[src/rtl/adder_tree_packer_pkg.sv]
// Shared sizing for adder_tree, its packer and their benches, plus slot placement.
package adder_tree_packer_pkg;

    localparam int DEF_NUM      = 18;
    localparam int DEF_LEN      = 16;
    localparam int DEF_TREE_LAT = 2;
    localparam int DEF_CNT_W    = $clog2(DEF_NUM + 1);

    // Bit offset of the least significant bit of slot k; slot 0 sits at the top.
    function automatic int unsigned slot_lsb(input int unsigned k,
                                             input int unsigned num,
                                             input int unsigned len);
        return (num - 1 - k) * len;
    endfunction

endpackage

[src/rtl/adder_tree_packer_if.sv]
// Sample stream in, packed group out, and the sum tag that follows the adder tree.
interface adder_tree_packer_if
    import adder_tree_packer_pkg::*;
#(
    parameter int NUM   = DEF_NUM,
    parameter int LEN   = DEF_LEN,
    parameter int CNT_W = $clog2(NUM + 1)
) ();

    logic                  in_valid;
    logic                  in_ready;
    logic signed [LEN-1:0] in_data;
    logic                  in_last;
    logic                  out_valid;
    logic                  out_ready;
    logic [NUM*LEN-1:0]    out_vec;
    logic [CNT_W-1:0]      out_count;
    logic                  sum_valid;
    logic [CNT_W-1:0]      sum_count;

    modport master (
        output in_valid, in_data, in_last, out_ready,
        input  in_ready, out_valid, out_vec, out_count, sum_valid, sum_count
    );

    modport slave (
        input  in_valid, in_data, in_last, out_ready,
        output in_ready, out_valid, out_vec, out_count, sum_valid, sum_count
    );

endinterface

[src/rtl/adder_tree_packer_valid_delay_line.sv]
// Fixed-depth shift register that re-times a tag to line up with a pipelined result.
module valid_delay_line #(
    parameter int DEPTH = 2,
    parameter int W     = 1
) (
    input  logic         clk,
    input  logic         rst_n,
    input  logic [W-1:0] d,
    output logic [W-1:0] q
);

    logic [W-1:0] stage [DEPTH];

    // Shift the tag one stage per cycle; reset drops everything in flight.
    always_ff @(posedge clk) begin
        if (!rst_n) begin
            for (int i = 0; i < DEPTH; i++) begin
                stage[i] <= '0;
            end
        end else begin
            stage[0] <= d;
            for (int i = 1; i < DEPTH; i++) begin
                stage[i] <= stage[i-1];
            end
        end
    end

    assign q = stage[DEPTH-1];

endmodule

[src/rtl/adder_tree_packer.sv]
// Packs a serial sample stream into NUM-wide groups for adder_tree and tags its sum.
module adder_tree_packer
    import adder_tree_packer_pkg::*;
#(
    parameter int NUM      = DEF_NUM,
    parameter int LEN      = DEF_LEN,
    parameter int TREE_LAT = DEF_TREE_LAT,
    parameter int CNT_W    = $clog2(NUM + 1)
) (
    input logic               clk,
    input logic               rst_n,
    adder_tree_packer_if.slave bus
);

    logic [NUM*LEN-1:0] coll_buf;
    logic [CNT_W-1:0]   cnt;
    logic               full;

    logic [NUM*LEN-1:0] buf_base;
    logic [NUM*LEN-1:0] buf_next;
    logic [CNT_W-1:0]   cnt_base;
    logic [CNT_W-1:0]   cnt_next;
    logic               full_next;

    logic               out_valid;
    logic [NUM*LEN-1:0] out_vec;
    logic [CNT_W-1:0]   out_count;

    logic               accept;
    logic               xfer;
    logic               fire;
    logic               in_ready;
    logic [CNT_W:0]     tag_q;

    assign xfer     = full & (!out_valid | bus.out_ready);
    assign in_ready = !full | xfer;
    assign accept   = bus.in_valid & in_ready;
    assign fire     = out_valid & bus.out_ready;

    // Next collect state: a transfer empties the buffer first, so a sample
    // accepted on the same edge lands in slot 0 of a clean group.
    always_comb begin
        buf_base  = xfer ? '0 : coll_buf;
        cnt_base  = xfer ? '0 : cnt;
        buf_next  = buf_base;
        cnt_next  = cnt_base;
        full_next = full & !xfer;
        if (accept) begin
            for (int k = 0; k < NUM; k++) begin
                if (cnt_base == CNT_W'(k)) begin
                    buf_next[slot_lsb(k, NUM, LEN) +: LEN] = bus.in_data;
                end
            end
            cnt_next  = cnt_base + CNT_W'(1);
            full_next = (cnt_base == CNT_W'(NUM - 1)) | bus.in_last;
        end
    end

    // Collect buffer registers; cnt doubles as the real-sample count of the group.
    always_ff @(posedge clk) begin
        if (!rst_n) begin
            coll_buf <= '0;
            cnt      <= '0;
            full     <= 1'b0;
        end else begin
            coll_buf <= buf_next;
            cnt      <= cnt_next;
            full     <= full_next;
        end
    end

    // Output holding register; the vector stays put after a fire until the next transfer.
    always_ff @(posedge clk) begin
        if (!rst_n) begin
            out_valid <= 1'b0;
            out_vec   <= '0;
            out_count <= '0;
        end else if (xfer) begin
            out_valid <= 1'b1;
            out_vec   <= coll_buf;
            out_count <= cnt;
        end else if (fire) begin
            out_valid <= 1'b0;
        end
    end

    valid_delay_line #(
        .DEPTH (TREE_LAT),
        .W     (CNT_W + 1)
    ) u_tag_delay (
        .clk   (clk),
        .rst_n (rst_n),
        .d     ({fire, out_count}),
        .q     (tag_q)
    );

    assign bus.in_ready  = in_ready;
    assign bus.out_valid = out_valid;
    assign bus.out_vec   = out_vec;
    assign bus.out_count = out_count;
    assign bus.sum_valid = tag_q[CNT_W];
    assign bus.sum_count = tag_q[CNT_W-1:0];

endmodule

[src/flat_wrapper.sv]
// flat-port wrapper written by rule: the top's interface ports become plain ports
module adder_tree_packer_flat import adder_tree_packer_pkg::*;
#(
    parameter int NUM      = DEF_NUM,
    parameter int LEN      = DEF_LEN,
    parameter int TREE_LAT = DEF_TREE_LAT,
    parameter int CNT_W    = $clog2(NUM + 1)
)
  (clk, rst_n, bus_in_valid, bus_in_data, bus_in_last, bus_out_ready, bus_in_ready, bus_out_valid, bus_out_vec, bus_out_count, bus_sum_valid, bus_sum_count);
  adder_tree_packer_if #(.NUM(NUM), .LEN(LEN), .CNT_W(CNT_W)) bus_i ();
  input logic clk;
  input logic rst_n;
  input wire logic [$bits(bus_i.in_valid)-1:0] bus_in_valid;
  input wire logic [$bits(bus_i.in_data)-1:0] bus_in_data;
  input wire logic [$bits(bus_i.in_last)-1:0] bus_in_last;
  input wire logic [$bits(bus_i.out_ready)-1:0] bus_out_ready;
  output wire logic [$bits(bus_i.in_ready)-1:0] bus_in_ready;
  output wire logic [$bits(bus_i.out_valid)-1:0] bus_out_valid;
  output wire logic [$bits(bus_i.out_vec)-1:0] bus_out_vec;
  output wire logic [$bits(bus_i.out_count)-1:0] bus_out_count;
  output wire logic [$bits(bus_i.sum_valid)-1:0] bus_sum_valid;
  output wire logic [$bits(bus_i.sum_count)-1:0] bus_sum_count;
  assign bus_i.in_valid = bus_in_valid;
  assign bus_i.in_data = bus_in_data;
  assign bus_i.in_last = bus_in_last;
  assign bus_i.out_ready = bus_out_ready;
  assign bus_in_ready = bus_i.in_ready;
  assign bus_out_valid = bus_i.out_valid;
  assign bus_out_vec = bus_i.out_vec;
  assign bus_out_count = bus_i.out_count;
  assign bus_sum_valid = bus_i.sum_valid;
  assign bus_sum_count = bus_i.sum_count;
  adder_tree_packer #(.NUM(NUM), .LEN(LEN), .TREE_LAT(TREE_LAT), .CNT_W(CNT_W)) u_core (.clk(clk), .rst_n(rst_n), .bus(bus_i));
endmodule
[config.mk]
export PLATFORM = sky130hd
export DESIGN_NAME = adder_tree_packer_flat
export DESIGN_NICKNAME = d
export VERILOG_FILES = /design/src/rtl/adder_tree_packer_pkg.sv /design/src/rtl/adder_tree_packer_if.sv /design/src/rtl/adder_tree_packer_valid_delay_line.sv /design/src/rtl/adder_tree_packer.sv /design/src/flat_wrapper.sv
export SDC_FILE = /design/constraint.sdc
export NUM_CORES = 1
export LEC_CHECK = 0
export CORE_ASPECT_RATIO = 0.6
export CORE_MARGIN = 2
export CORE_UTILIZATION = 30
export CTS_BUF_LIST = sky130_fd_sc_hd__clkbuf_2
export DETAILED_ROUTE_END_ITERATION = 10
export GPL_TIMING_DRIVEN = 1
export PLACE_DENSITY_LB_ADDON = 0.12
export RECOVER_POWER = 50
export SLEW_MARGIN = 15
export SYNTH_ARGS = -nofsm -noshare
export SYNTH_HDL_FRONTEND = slang
export SYNTH_HIERARCHICAL = 1
export SYNTH_SLANG_ARGS = --single-unit
[constraint.sdc]
create_clock -name clk -period 2.3 [get_ports clk]
set_input_delay 0.46 -clock clk [delete_from_list [all_inputs] [get_ports clk]]
set_output_delay 0.46 -clock clk [all_outputs]
set_load 0.1 [all_outputs]
==> out/qor.txt <==
Number of standard cells after synthesis - 2351
Part of the cycle the worst path needs - 101%
Critical Path End Type - flip-flop
Post-route met1 wirelength - 33700 um
Clock net sink count - 600
Type of the tightest min-delay check - in -> reg
# IOs - 322
Overall die height - 206 um
Insertion delay of the later-clocked pin in the worst-skew pair - 1180 ps
Start-to-end type of the worst setup path - in -> reg
Violated checks - capacitance limit, slew limit, setup timing
Overflow after GRT - 0
Yosys Warn Count - 6
Total number of H-tree levels - 4
Maximum number of pins on one net before global-route repair - 168
TritonCTS Buffers - 147
Primary flip-flop cell chosen by synthesis mapping - dfxtp_1
Final Hold Vio Count - 0
Count of flip-flops with a built-in enable after synthesis - 0
Metal2 WL - 33100 um
Peak VDD IR - 0.298 mV
Async set-or-reset flop fraction in the synthesized netlist - 0%
Headroom to the max-slew limit - -17.3%
Final weighted congestion in routability-driven placement - 0.763
Clock transition at the register clock pins on the worst setup and hold paths after CTS - 110 ps
Post-synthesis area per instance - 8.65 um^2
Synth unique cells - 46
Cell area power density - 605 nW/um^2
Maximum operating frequency - 0.430 GHz
Number of rows created at floorplan - 73
Total routed wirelength - 72300 um
Net switching power figure - 0.00513 W
First-iteration detailed-routing DRC count - 1234
Antenna violations before repair - 4
Internal power contribution - 0.0134 W
Layout Cells excl Fill - 3774
Share of power burned in the clock network - 38.7%
Average vias per placed instance - 4.83
Initial Utilization - 30.5%
Horiz. Die Dim - 340 um
# port buffers - 321
Startpoint types - input pin
Sequential fraction of design power - 55.6%
Dpl hpwl - 43300 um
Post-Syn Area - 20300 um^2
Proportion of synthesized chip area in sequential cells - 59.0%
Slew @ Worst Pin - 1760 ps
CTS tree - built
Fraction of layout instances using a drive strength above 1 - 35.6%
Leakage - 11.0 nW
Max Cap Viol - 1
Commonest cells after routing, fill and taps aside - nand2_1, buf_12, dfxtp_1
Count of nets left with antenna violations after detail routing - 0
Die area - 70000 um^2
Layout-stage area growth over the synthesis result - 50.7%
Topmost layer with routed signal wires - met4
Detailed-router iteration count before antenna repair - 5
Count of pins over their slew limit - 133
Setup slack of the critical path after layout - -25.7 ps
Via count of the first global-routing pass - 17824
Overall global routing resource usage - 20.2%
Setup-failing EPs final - 9
Post-route clock skew - 72.3 ps
Data arrival time at the worst-slack endpoint - 3310 ps
Clock tree buffer depth - 3
First-pass GRT wire length - 108000 um
Met3 routed wirelength - 4450 um
Post-synthesis cell type with the largest combined area - dfxtp_1
Number of placed instances with taps included - 3468
Clock period minus final worst setup slack - 2330 ps
Setup repair after global routing missed its margin - true
DRC violations left - 0
Part of the power in combinational logic - 5.7%
Area share of the largest cell type after synthesis - 59.0%
Most frequent standard cell in the layout excluding fill and tap cells - nand2_1
Total number of nets in the final design - 2805
Crit path max fanout - 132
Routed WL per cell - 19.2 um
Switching share of power - 27.7%
Largest cells by area after synthesis - dfxtp_1, nand2_1, a21oi_1
Vias after detailed routing - 18225
Run status - complete, but fails checks
Area of the core - 66700 um^2
Number of nets in the synthesized netlist - 2373
Library cell used as clock root buffer - clkbuf_2
Data required time at the worst endpoint - 3290 ps
DP Worst Slack - -36.8 ps
Count of state elements after synthesis - 600
[logic make-up after synthesis]
kind of cell	Yosys count	share of synthesized area [%]
flip-flops	600	59.0
adder cells (fa/ha/maj)	1	0.0615
AND/OR/NAND/NOR	880	18.2
buffers and inverters	219	4.78
multiplexers	17	0.836
AO/OA/AOI/OAI	633	17.0
XOR/XNOR	1	0.0431
[layer usage]
metal | global-route usage, % | vias up
met1 | 27.6 | 8736
li1 | - | 8866
met2 | 31.7 | 533
met5 | 0 | -
met4 | 5.30 | 0
met3 | 5.01 | 90
[critical path: stages]
cell           delay [ps]
dlygate4sd3_1         530
clkbuf_1              900
inv_8                  50
clkbuf_4              700
a21oi_1               420
[final cells by class]
type                            instances  area [um^2]
Clock buffer                          208         1040
Timing Repair Buffer                  499         8050
Tap cell                              900         1130
Antenna cell                            2         5.00
Inverter                                3         18.8
Clock inverter                         30          246
Sequential cell                       600        12700
Multi-Input combinational cell       1532         7480
Fill cell                            6381        36000
[per-stage QoR]
stage	utilization [%]	setup TNS, ps	instance area (um^2)	hold slack (ps)	total power [W]
final	46.0	-134	30700	212	0.0186
after global routing	46.0	-26900	30700	106	0.0195
after CTS	46.0	-16690	30700	25.5	0.0189
after detailed placement	36.9	-498	24600	420	0.0117
after global placement	36.9	-139	24600	417	0.0117
after floorplan	-	0	20400	412	0.0112
[cell usage after synthesis, drive strengths merged, types with 2 or more instances]
master	n
nor2	22
o2111ai	8
nand4	18
nand3	182
or2	4
and2	15
nor2b	4
clkbuf	119
dfxtp	600
a221oi	2
a31oi	2
o211ai	48
buf	97
inv	3
mux2i	17
a2bb2o	5
a21oi	299
o2bb2ai	11
nand2	627
o21ai	256
[worst paths after layout]
| path | endpoint | start | depth (start not counted) | slack, ps |
|---|---|---|---|---|
| hold / removal | u_core/cnt[1] | bus_in_valid | 5 | 210 |
| setup reg to reg | u_core/bus.out_vec[113] | u_core/bus.out_valid | 8 | -20 |
| setup / recovery | u_core/bus.out_vec[148] | rst_n | 5 | -30 |
| hold reg to reg | u_core/bus.out_vec[73] | u_core/coll_buf[73] | 2 | 390 |
[registers in the layout, summed over array words and instances (netlist names)]
signal	cells
u_core/bus.out_count	5
u_core/coll_buf	288
u_core/cnt	5
u_core/bus.out_valid	1
u_core/u_tag_delay/stage	12
u_core/bus.out_vec	288
u_core/full	1
[what timing repair did]
item,4_1_cts,5_1_grt
cloned,0,2
endpoints found under the setup margin,301,295
gates resized for setup,1290,35
endpoints found under the hold margin,110,0
hold buffers,20,0
pin swaps,1,1
setup buffers,37,9
[power groups by stage]
stage,Combinational [W],Clock (W),Sequential [W]
after floorplan,0.000451,0,0.0108
after global routing,0.00111,0.00804,0.0103
after global placement,0.00103,0,0.0107
final,0.00105,0.00718,0.0103
after detailed placement,0.00104,0,0.0107
after CTS,0.00110,0.00747,0.0104
Note: power is estimated with default switching activity, not from simulation.
